## config.mk

```make
export PLATFORM = sky130hd
export DESIGN_NAME = tt_pwm_multi
export DESIGN_NICKNAME = d
export VERILOG_FILES = /design/src/rtl/tt_pwm_pkg.sv /design/src/rtl/tt_pwm_timebase.sv /design/src/rtl/tt_pwm_multi.sv
export SDC_FILE = /design/constraint.sdc
export NUM_CORES = 1
export LEC_CHECK = 0
export BUFFER_PORTS_ARGS = -buffer_cell sky130_fd_sc_hd__buf_2
export CAP_MARGIN = 0
export CORE_ASPECT_RATIO = 0.9
export CORE_UTILIZATION = 40
export DETAILED_ROUTE_END_ITERATION = 8
export HOLD_SLACK_MARGIN = 0.02
export PLACE_DENSITY_LB_ADDON = 0.15
export RECOVER_POWER = 100
export SLEW_MARGIN = 20
export SYNTH_ARGS = -nofsm -noshare
export SYNTH_HDL_FRONTEND = slang
export SYNTH_SLANG_ARGS = --single-unit
```

## constraint.sdc

```tcl
create_clock -name io_i -period 2.9 [get_ports io_i]
set_input_delay 0.435 -clock io_i [delete_from_list [all_inputs] [get_ports io_i]]
set_output_delay 0.435 -clock io_i [all_outputs]
set_load 0.005 [all_outputs]
```

## src/rtl/tt_pwm_pkg.sv

```systemverilog
// Shared constants for the multi-channel PWM TinyTapeout design:
// channel limit and the pad-bus bit positions of each function.
package tt_pwm_pkg;

  // Upper bound on channels: io_o[7:6] are reserved for status.
  localparam int CHANNELS_MAX = 6;

  // Input pad bit positions.
  localparam int CLK_BIT    = 0;
  localparam int RST_BIT    = 1;
  localparam int SDATA_BIT  = 2;
  localparam int SSHIFT_BIT = 3;
  localparam int SLATCH_BIT = 4;

  // Output pad bit positions for status.
  localparam int PEND_BIT   = 6;
  localparam int STRB_BIT   = 7;

endpackage

```

## src/rtl/tt_pwm_timebase.sv

```systemverilog
// PWM timebase: prescaler, period counter and (optionally) a direction flop.
// Build option: define PWM_CENTER_EN for center-aligned up/down counting
// (0..max..1 repeating); otherwise a plain wrapping up-counter is built.
// boundary marks the tick on which the counter leaves the last period value.
module tt_pwm_timebase #(
  parameter int DUTY_W    = 6,
  parameter int PRESC_DIV = 1
) (
  input  logic              clk,
  input  logic              rst,
  output logic [DUTY_W-1:0] cnt,
  output logic              boundary
);

  // A divide-by-1 prescaler still gets one bit so the code stays uniform;
  // it then sits at zero and ticks every cycle.
  localparam int PW = (PRESC_DIV > 1) ? $clog2(PRESC_DIV) : 1;
  localparam logic [PW-1:0]     PRESC_LAST = PW'(PRESC_DIV - 1);
  localparam logic [DUTY_W-1:0] CNT_MAX    = '1;

  logic [PW-1:0]     presc_q, presc_d;
  logic [DUTY_W-1:0] cnt_q, cnt_d;
  logic              tick;

`ifdef PWM_CENTER_EN
  localparam logic [DUTY_W-1:0] CNT_ONE = DUTY_W'(1);
  logic down_q, down_d;

  // Center-aligned: count up to max, then down to 1; period ends when 1 -> 0.
  always_comb begin
    tick     = (presc_q == PRESC_LAST);
    presc_d  = tick ? '0 : presc_q + 1'b1;
    cnt_d    = cnt_q;
    down_d   = down_q;
    boundary = tick && down_q && (cnt_q == CNT_ONE);
    if (tick) begin
      if (down_q) begin
        cnt_d = cnt_q - 1'b1;
        if (cnt_q == CNT_ONE) down_d = 1'b0;
      end else if (cnt_q == CNT_MAX) begin
        cnt_d  = cnt_q - 1'b1;
        down_d = 1'b1;
      end else begin
        cnt_d = cnt_q + 1'b1;
      end
    end
  end

  // Timebase registers, cleared by synchronous reset.
  always_ff @(posedge clk) begin
    if (rst) begin
      presc_q <= '0;
      cnt_q   <= '0;
      down_q  <= 1'b0;
    end else begin
      presc_q <= presc_d;
      cnt_q   <= cnt_d;
      down_q  <= down_d;
    end
  end
`else
  // Edge-aligned: free-running up-counter, natural wrap at max -> 0.
  always_comb begin
    tick     = (presc_q == PRESC_LAST);
    presc_d  = tick ? '0 : presc_q + 1'b1;
    cnt_d    = tick ? cnt_q + 1'b1 : cnt_q;
    boundary = tick && (cnt_q == CNT_MAX);
  end

  // Timebase registers, cleared by synchronous reset.
  always_ff @(posedge clk) begin
    if (rst) begin
      presc_q <= '0;
      cnt_q   <= '0;
    end else begin
      presc_q <= presc_d;
      cnt_q   <= cnt_d;
    end
  end
`endif

  assign cnt = cnt_q;

endmodule

```

## src/rtl/tt_pwm_multi.sv

```systemverilog
// Multi-channel PWM generator on the TinyTapeout 8-in/8-out pad bus.
// Duties arrive over a 3-wire serial link, are staged, and are applied
// only at a PWM period boundary so outputs never glitch mid-period.
// Build option: PWM_CENTER_EN selects center-aligned counting in the timebase.
//
// Serial load protocol (edge-qualified, no handshake back to the host):
//   - each rising edge of sshift shifts sdata into the LSB of the shift
//     register, MSB first; channel CHANNELS-1 ends up in the top DUTY_W bits;
//   - a rising edge of slatch copies the shift register into the stage and
//     raises pending; pending drops when the stage is applied at a boundary.
//   A level held high acts only once. If shift and latch edges coincide the
//   stage receives the pre-shift contents.
module tt_pwm_multi
  import tt_pwm_pkg::*;
#(
  parameter int CHANNELS  = 4,
  parameter int DUTY_W    = 6,
  parameter int PRESC_DIV = 1
) (
  input  logic [7:0] io_i,
  output logic [7:0] io_o
);

  localparam int N = CHANNELS * DUTY_W;

  logic clk, rst, sdata, sshift, slatch;
  assign clk    = io_i[CLK_BIT];
  assign rst    = io_i[RST_BIT];
  assign sdata  = io_i[SDATA_BIT];
  assign sshift = io_i[SSHIFT_BIT];
  assign slatch = io_i[SLATCH_BIT];

  // io_i[7:5] carry no function.
  logic unused_io;
  assign unused_io = &{1'b0, io_i[7:5]};

  logic [DUTY_W-1:0] cnt;
  logic              boundary;

  tt_pwm_timebase #(
    .DUTY_W   (DUTY_W),
    .PRESC_DIV(PRESC_DIV)
  ) u_timebase (
    .clk     (clk),
    .rst     (rst),
    .cnt     (cnt),
    .boundary(boundary)
  );

  logic          sshift_prev_q, sshift_prev_d;
  logic          slatch_prev_q, slatch_prev_d;
  logic [N-1:0]  sreg_q, sreg_d;
  logic [N-1:0]  stage_q, stage_d;
  logic [N-1:0]  duty_q, duty_d;
  logic          pending_q, pending_d;
  logic [CHANNELS-1:0] pwm_q, pwm_d;
  logic          strobe_q, strobe_d;
  logic          shift_edge, latch_edge;

  // Serial capture, staging and boundary apply of duty values.
  always_comb begin
    shift_edge    = sshift & ~sshift_prev_q;
    latch_edge    = slatch & ~slatch_prev_q;
    sshift_prev_d = sshift;
    slatch_prev_d = slatch;
    sreg_d        = sreg_q;
    stage_d       = stage_q;
    duty_d        = duty_q;
    pending_d     = pending_q;
    strobe_d      = boundary;
    // Apply first so a latch in the same cycle re-arms pending for the next period.
    if (boundary && pending_q) begin
      duty_d    = stage_q;
      pending_d = 1'b0;
    end
    if (latch_edge) begin
      stage_d   = sreg_q;
      pending_d = 1'b1;
    end
    if (shift_edge) begin
      sreg_d = {sreg_q[N-2:0], sdata};
    end
  end

  // Per-channel compare against the shared counter.
  always_comb begin
    pwm_d = '0;
    for (int i = 0; i < CHANNELS; i++) begin
      pwm_d[i] = (cnt < duty_q[i*DUTY_W +: DUTY_W]);
    end
  end

  // All design state, cleared by synchronous reset.
  always_ff @(posedge clk) begin
    if (rst) begin
      sshift_prev_q <= 1'b0;
      slatch_prev_q <= 1'b0;
      sreg_q        <= '0;
      stage_q       <= '0;
      duty_q        <= '0;
      pending_q     <= 1'b0;
      pwm_q         <= '0;
      strobe_q      <= 1'b0;
    end else begin
      sshift_prev_q <= sshift_prev_d;
      slatch_prev_q <= slatch_prev_d;
      sreg_q        <= sreg_d;
      stage_q       <= stage_d;
      duty_q        <= duty_d;
      pending_q     <= pending_d;
      pwm_q         <= pwm_d;
      strobe_q      <= strobe_d;
    end
  end

  // Pad mapping: PWM channels low, unused pads zero, status on top.
  always_comb begin
    io_o                 = '0;
    io_o[CHANNELS-1:0]   = pwm_q;
    io_o[PEND_BIT]       = pending_q;
    io_o[STRB_BIT]       = strobe_q;
  end

endmodule
```

---- Yosys cells after proc, flatten, opt, wreduce, memory -nomap -nowiden ----
Cells that the tools add are included.
storage, ports and cells
  register bits after elaboration ......... 87
  latch bits .............................. 0
  bits in writable memories ............... 0
  memory bits (read-only) ................. 0
  logic and storage cells ................. 28
  memories ................................ 0
operators by class
  $add $sub $neg .......................... 2
  multiply operators ...................... 0
  div/mod/pow operators ................... 0
  $lt $le $gt $ge ......................... 4
  equal/unequal tests ..................... 1
  shift-type cells ........................ 0
  muxes and demuxes ....................... 2
  bitwise logic cells ..................... 5
  reductions and logical operators ........ 4
operators with widths
  kind                 number
  $lt 6x6->1           4
  $add 6x1->6 const B  1
  $eq 6x6->1 const B   1
  $not 1->1            3
  $and 1x1->1          2
  $logic_and 1x1->1    2
  $mux 1               2
  $reduce_bool 2->1    1
  $reduce_or 2->1      1
  $add 1x1->1 const B  1

---- Depth between registers and ports, before layout ----
Gate-level depths: netlist (run 1).
  word-level depth ........................ 5
  gate-level depth with buffers ........... 6

---- By module ----
Synthesis (run 1) repeated with hierarchy kept, for this count alone.
second synthesis, totals
  cell total of the unflattened synthesis .. 434
  area total of the unflattened synthesis .. 3,597.2 sq um
by module, submodules not included
  module           times used  cells each  area an instance (sq um)
  tt_pwm_multi     1           406         3,309.4
  tt_pwm_timebase  1           28          287.8

---- Worst setup path after synthesis (run 1) ----
OpenSTA, ideal clock, no wires.
  path kind ............................... reg2reg
  start ................................... reg u_timebase.cnt_q[1], in the netlist u_timebase.cnt[1]
  end ..................................... reg duty_q[0]
  arrival time ............................ 1,298 ps
  required time ........................... 2,768 ps
  path slack .............................. 1,470 ps
  stages on the path, launching flop included .. 6
  buffers on the path ..................... 1
  cell sequence ........................... dfxtp_1 > ha_1 > nand4b_4 > buf_2 > o31ai_1 > a21oi_1
on the way
  cells in the longest elaborated chain, start to end .. 3
RTL lines
  element                   RTL line               RTL
  start: declaration        tt_pwm_timebase.sv:22  logic [DUTY_W-1:0] cnt_q, cnt_d;
  start signal: assignment  tt_pwm_timebase.sv:77  cnt_q <= cnt_d;
  $eq 6x6->1                tt_pwm_timebase.sv:67  boundary = tick && (cnt_q == CNT_MAX);
  $logic_and 1x1->1         tt_pwm_timebase.sv:67
  $logic_and 1x1->1         tt_pwm_multi.sv:72     if (boundary && pending_q) begin
  end signal: assignment    tt_pwm_multi.sv:109    duty_q <= duty_d;
  end: declaration          tt_pwm_multi.sv:54     logic [N-1:0] duty_q, duty_d;
No other way between the ends.
A chain may end at the register's enable or synchronous reset.

==> results of run 1 <==
## registers in the layout (all words and copies together), names as in the netlist
| signal | flops |
|---|---|
| pending_q | 1 |
| pwm_q | 4 |
| sreg_q | 24 |
| u_timebase.presc_q | 1 |
| sshift_prev_q | 1 |
| slatch_prev_q | 1 |
| u_timebase.cnt | 6 |
| duty_q | 24 |
| strobe_q | 1 |
| stage_q | 24 |
## power by group through the flow
stage                     Combinational [W]  Clock [W]  Sequential (W)
after floorplan                    0.000217    0.00139         0.00139
after global placement             0.000254   0.000960         0.00139
after detailed placement           0.000262   0.000960         0.00140
after CTS                          0.000262    0.00405         0.00136
after global routing               0.000284    0.00398         0.00137
final                              0.000254    0.00342         0.00136
## path summary, 6_finish.rpt
check                     to  slack (ps)               from
setup reg to reg   duty_q[3]         600  u_timebase.cnt[1]
hold reg to reg   sreg_q[23]         460         sreg_q[23]
setup / recovery    pwm_q[2]         540            io_i[1]
hold / removal     sreg_q[0]        -200            io_i[2]
## synthesized netlist by cell type (2+ instances only)
master	n
nor2b_1	9
o21ai_0	5
nand2_1	102
inv_1	21
a21oi_1	77
dfxtp_1	87
ha_1	21
xor2_1	2
nand4_1	24
nand2b_1	3
buf_6	4
a21o_1	4
buf_1	2
xnor2_1	2
buf_4	5
nor2_1	6
clkbuf_1	14
o31ai_1	24
a41oi_1	4
buf_2	11
clkbuf_4	2
a211o_1	4
buf_12	2
## critical path, stage by stage
cell and delay (ps):
clkbuf_1 250, clkbuf_1 350, a211o_1 350, a41oi_1 220
## cell families (layout without fill, tap and decap cells)
kind of cell | after synthesis | after routing
DFF | 87 | 87
other | 1 | 3
buffers and inverters | 61 | 82
muxes | 1 | 1
xor gates and xnor gates | 4 | 4
adders and majority gates | 21 | 21
AOI/OAI and AO/OA | 119 | 119
and+or+nand+nor | 150 | 150
## per-stage QoR
step / cell area [µm²] / setup slack, ps / utilization / std cells / power [W]
2_1_floorplan: 3780 / 731 / - / 446 / 0.00300
3_3_place_gp: 3730 / 710 / 0.408 / 536 / 0.00261
3_5_place_dp: 3730 / 710 / 0.408 / 536 / 0.00262
4_1_cts: 4410 / 826 / 0.483 / 589 / 0.00567
5_1_grt: 4250 / 430 / 0.466 / 589 / 0.00563
6_report: 4250 / 543 / 0.466 / 589 / 0.00503
## cell type report
type / count / area [µm²]
Fill cell: 896 / 4870
Clock buffer: 39 / 367
Tap cell: 122 / 153
Timing Repair Buffer: 8 / 35.0
Clock inverter: 14 / 169
Multi-Input combinational cell: 298 / 1710
Sequential cell: 87 / 1740
Inverter: 21 / 78.8
## per-layer routing
layer  part of all wire  global-route usage  wire length (µm)  vias up
li1                   -                   -                 -     1546
met1               0.46               0.160              4000     1424
met2               0.43               0.205              3700      108
met3              0.092               0.281               799       26
met4              0.018               0.304               159        0
met5                  0              0.0110                 0        -
==> results.json, run 1 <==
{
  "outcome": "finished, violations left",
  "violations": "negative hold slack",
  "power.density_mw_per_mm2": 1180,
  "p_switching_w": 0.00226,
  "path_max_fanout": 12,
  "critPathKind": "clock port to flip-flop",
  "worstPathArrival_ps": 2610,
  "holdWs_ps": -203,
  "syn_area_mm2": 0.00377,
  "core_mm2": 0.00913,
  "ir_drop_mv": 0.480,
  "hold_depth": 2,
  "clk_pin_slew_worst_paths_ps": 90,
  "grt_pass1_vias": 4085,
  "die_h_um": 94.1,
  "max_slew_margin": 0.220,
  "synth_simple_gate_area_frac": 0.183,
  "worstMarginPinSlew_ps": 1170,
  "synth-seq-area-share": 0.462,
  "antenna_found_initial": 0,
  "die_w_um": 104,
  "drtAntennaViolNets": 0,
  "grt_max_degree": 27,
  "cp-start-kind": "clock port",
  "p_leak_nw": 1.54,
  "synth_mux_area_frac": 0.00265,
  "skew_ps": 11.0,
  "switching_share": 0.449,
  "reg2reg_depth": 5,
  "drt_iter0_markers": 140,
  "synth_xor_area_frac": 0.00928,
  "area_growth_pct": 12.7,
  "rows": 33,
  "wl_per_cell_um": 14.7,
  "grt_setup_unrepaired": "false",
  "io_buffers": 6,
  "grt_pass1_wl_mm": 14.9,
  "mostFrequentLayoutCell": "nand2_1",
  "layout.nets": 481,
  "p_int_w": 0.00277,
  "ys_types": 32,
  "fin_tns_setup_ps": 0,
  "postCtsSetupRepairBufs": 0,
  "hold_buffers": 0,
  "grt_overflow": 0,
  "cp.required_ps": 3160,
  "drt-pass1-iter-count": 6,
  "avgSynthCellArea_um2": 8.50,
  "synth_top_area_cell": "dfxtp_1",
  "gp_congestion": 0.708,
  "ys_ff_latch": 87,
  "hold_path.class": "clock port to flip-flop",
  "drive_gt1_frac": 0.0878,
  "synth_compound_area_frac": 0.185,
  "final_cell_mix": "nand2_1, dfxtp_1, a21oi_1, nand4_1, o31ai_1",
  "maxSlewViolCount": 0,
  "n_antenna_cell": 0,
  "maxCapViolCount": 0,
  "drt_wl_total_mm": 8.65,
  "num_io_pins": 16,
  "setup_viol": 0,
  "ys_warn_count": 0,
  "synth-edff-count": 0,
  "clkLatencyLatePin_ps": 360,
  "endpoint_kind": "flip-flop",
  "synthArstFlopShare": 0,
  "die_area_mm2": 0.00983,
  "seqPwrFrac": 0.270,
  "synth_top_area_frac": 0.462,
  "grt_use_total": 0.213,
  "route.detailed.drc": 0,
  "initial_core_util": 0.414,
  "cts_tree": "yes",
  "cts_resized": 0,
  "synth_fa_ha_area_frac": 0.0696,
  "synth_cells": 444,
  "finalHoldViolations": 1,
  "dp_hpwl_mm": 4.68,
  "via_count": 3104,
  "synth_area_leaders": "dfxtp_1, a21oi_1, nand2_1",
  "synth_top_family_by_area": "compound AO/OA/AOI/OAI gates",
  "combPwrFrac": 0.051,
  "p_clk_frac": 0.679,
  "synth_flop_cell": "dfxtp_1",
  "avgViaCountPerCell": 5.27
}
(Power assumes the default switching activity.)
==> inputs of run 2 (changes only) <==
==> constraint.sdc (replaced) <==
create_clock -name io_i -period 2.15 [get_ports io_i]
set_input_delay 0.3225 -clock io_i [delete_from_list [all_inputs] [get_ports io_i]]
set_output_delay 0.3225 -clock io_i [all_outputs]
set_load 0.005 [all_outputs]
==> run 2 against run 1 <==
The run still ends with negative hold slack left. Sequential power rose by 34%. Setup slack got worse by 310 ps. Via count rose by 0.42%. Die area did not move. Final area rose by 0.82%. Non-clock buffer count rose by 3. Sequential share of layout area fell by 0.33 points. Global-route usage fell by 0.62 points. Register-to-register slack got worse by 250 ps. Clock skew rose by 1.3 ps. Total power rose by 34%. Critical endpoint is now pwm_q[0].
==> results.json, run 2 (synthesis results as in run 1) <==
{
  "outcome": "finished, violations left",
  "violations": "negative hold slack",
  "die_w_um": 104,
  "hold_start": "io_i[2]",
  "layout.nets": 484,
  "holdWs_ps": -203,
  "avgViaCountPerCell": 5.23,
  "power.density_mw_per_mm2": 1570,
  "final_core_util": 0.470,
  "setup_viol": 0,
  "hold-path-endpoint": "sreg_q[0]",
  "gp_congestion": 0.718,
  "clk_pin_slew_worst_paths_ps": 90,
  "cp.required_ps": 2410,
  "crit_chain": "clkbuf_1 > clkbuf_2 > a211o_1 > a41oi_1",
  "num_io_pins": 16,
  "worstMarginPinSlew_ps": 768,
  "initial_core_util": 0.414,
  "io_buffers": 6,
  "r2r_end": "duty_q[12]",
  "maxCapViolCount": 0,
  "switching_share": 0.450,
  "cpMaxStageDelayCell": "clkbuf_2",
  "finalHoldViolations": 1,
  "wl_per_cell_um": 14.6,
  "ir_drop_mv": 0.686,
  "critPathKind": "clock port to flip-flop",
  "p_leak_nw": 1.57,
  "p_total_w": 0.00672,
  "fill_cells": 940,
  "hold_depth": 2,
  "drive_gt1_frac": 0.104,
  "die_h_um": 94.1,
  "grt_pass1_wl_mm": 14.5,
  "cp-start-kind": "clock port",
  "max_slew_margin": 0.487,
  "via_count": 3117,
  "cts_tree": "yes",
  "rows": 33,
  "path_delay_family": "buffers and inverters",
  "grt_use_total": 0.207,
  "reg2reg_depth": 4,
  "grt_overflow": 0,
  "grt_setup_unrepaired": "false",
  "core_mm2": 0.00913,
  "combPwrFrac": 0.055,
  "seqPwrFrac": 0.271,
  "p_switching_w": 0.00303,
  "multi_input_area_mm2": 0.00171,
  "final_cell_mix": "nand2_1, dfxtp_1, a21oi_1, nand4_1, o31ai_1",
  "slowest_delay_ps": 310,
  "postCtsSetupRepairBufs": 0,
  "path_max_fanout": 10,
  "p_clk_frac": 0.674,
  "r2r_setup_slack_ps": 350,
  "skew_ps": 12.2,
  "hold_path.class": "clock port to flip-flop",
  "mostFrequentLayoutCell": "nand2_1",
  "worstPathArrival_ps": 2180,
  "fin_tns_setup_ps": 0,
  "route.detailed.drc": 0,
  "drt_wl_total_mm": 8.67,
  "drtAntennaViolNets": 0,
  "regArea_mm2": 0.00174,
  "grt_max_degree": 27,
  "cts_resized": 0,
  "clkLatencyLatePin_ps": 370,
  "hold_buffers": 0,
  "maxSlewViolCount": 0,
  "endpoint_kind": "flip-flop",
  "grt_pass1_vias": 4047,
  "p_int_w": 0.00369,
  "worstReg2RegStart": "u_timebase.cnt[1]",
  "area_growth_pct": 13.6,
  "dp_hpwl_mm": 4.71,
  "drt-pass1-iter-count": 6,
  "drt_iter0_markers": 126,
  "die_area_mm2": 0.00983,
  "top_regs": "duty_q: 24 flops, sreg_q: 24 flops, stage_q: 24 flops",
  "antenna_found_initial": 0,
  "path_buf_inv": 2
}
## run 2: area by class of cell
class,count,area share
inverter,21,0.0184
sequential,87,0.406
clock inverter,16,0.0377
multi-input combinational,298,0.398
clock buffer,40,0.0867
tap,122,0.0356
antenna,1,0.000584
timing repair buffer,11,0.0163
## run 2: routing by layer
layer  GRT usage  vias up  part of all wire
met3       0.275       23              0.11
met2       0.202      130              0.42
li1            -     1558                 -
met5     0.00549        -                 0
met4       0.290        0             0.020
met1       0.154     1406              0.45
## run 2: worst register-to-register path: stages (launching register included)
cell and delay (ps):
dfxtp_1 480, ha_1 280, nand4b_4 410, o31ai_1 430, a21oi_1 110
## run 2: worst max path at each step
stage	startpoint	end	slack, ps	cells past startpoint
after floorplan	io_i[4]	stage_q[10]	360	5
after global placement	io_i[4]	stage_q[0]	340	3
after CTS	u_timebase.cnt[1]	duty_q[12]	370	4
final	io_i[1]	pwm_q[0]	240	4
after detailed placement	io_i[4]	stage_q[0]	340	3
after global routing	io_i[3]	sreg_q[12]	110	7
## run 2: metrics by stage
| stage | worst slack, ps | std cells | instance area (µm²) |
|---|---|---|---|
| 5_1_grt | 113 | 595 | 4280 |
| 2_1_floorplan | 356 | 446 | 3780 |
| 3_3_place_gp | 335 | 539 | 3760 |
| 6_report | 237 | 596 | 4290 |
| 4_1_cts | 366 | 595 | 4430 |
| 3_5_place_dp | 335 | 539 | 3760 |
## run 2: power by group through the flow
stage / combinational [W] / clock [W] / sequential, W
final: 0.000367 / 0.00453 / 0.00182
after global placement: 0.000368 / 0.00129 / 0.00187
after floorplan: 0.000292 / 0.00187 / 0.00188
after global routing: 0.000410 / 0.00523 / 0.00183
after CTS: 0.000383 / 0.00534 / 0.00182
after detailed placement: 0.000375 / 0.00129 / 0.00187
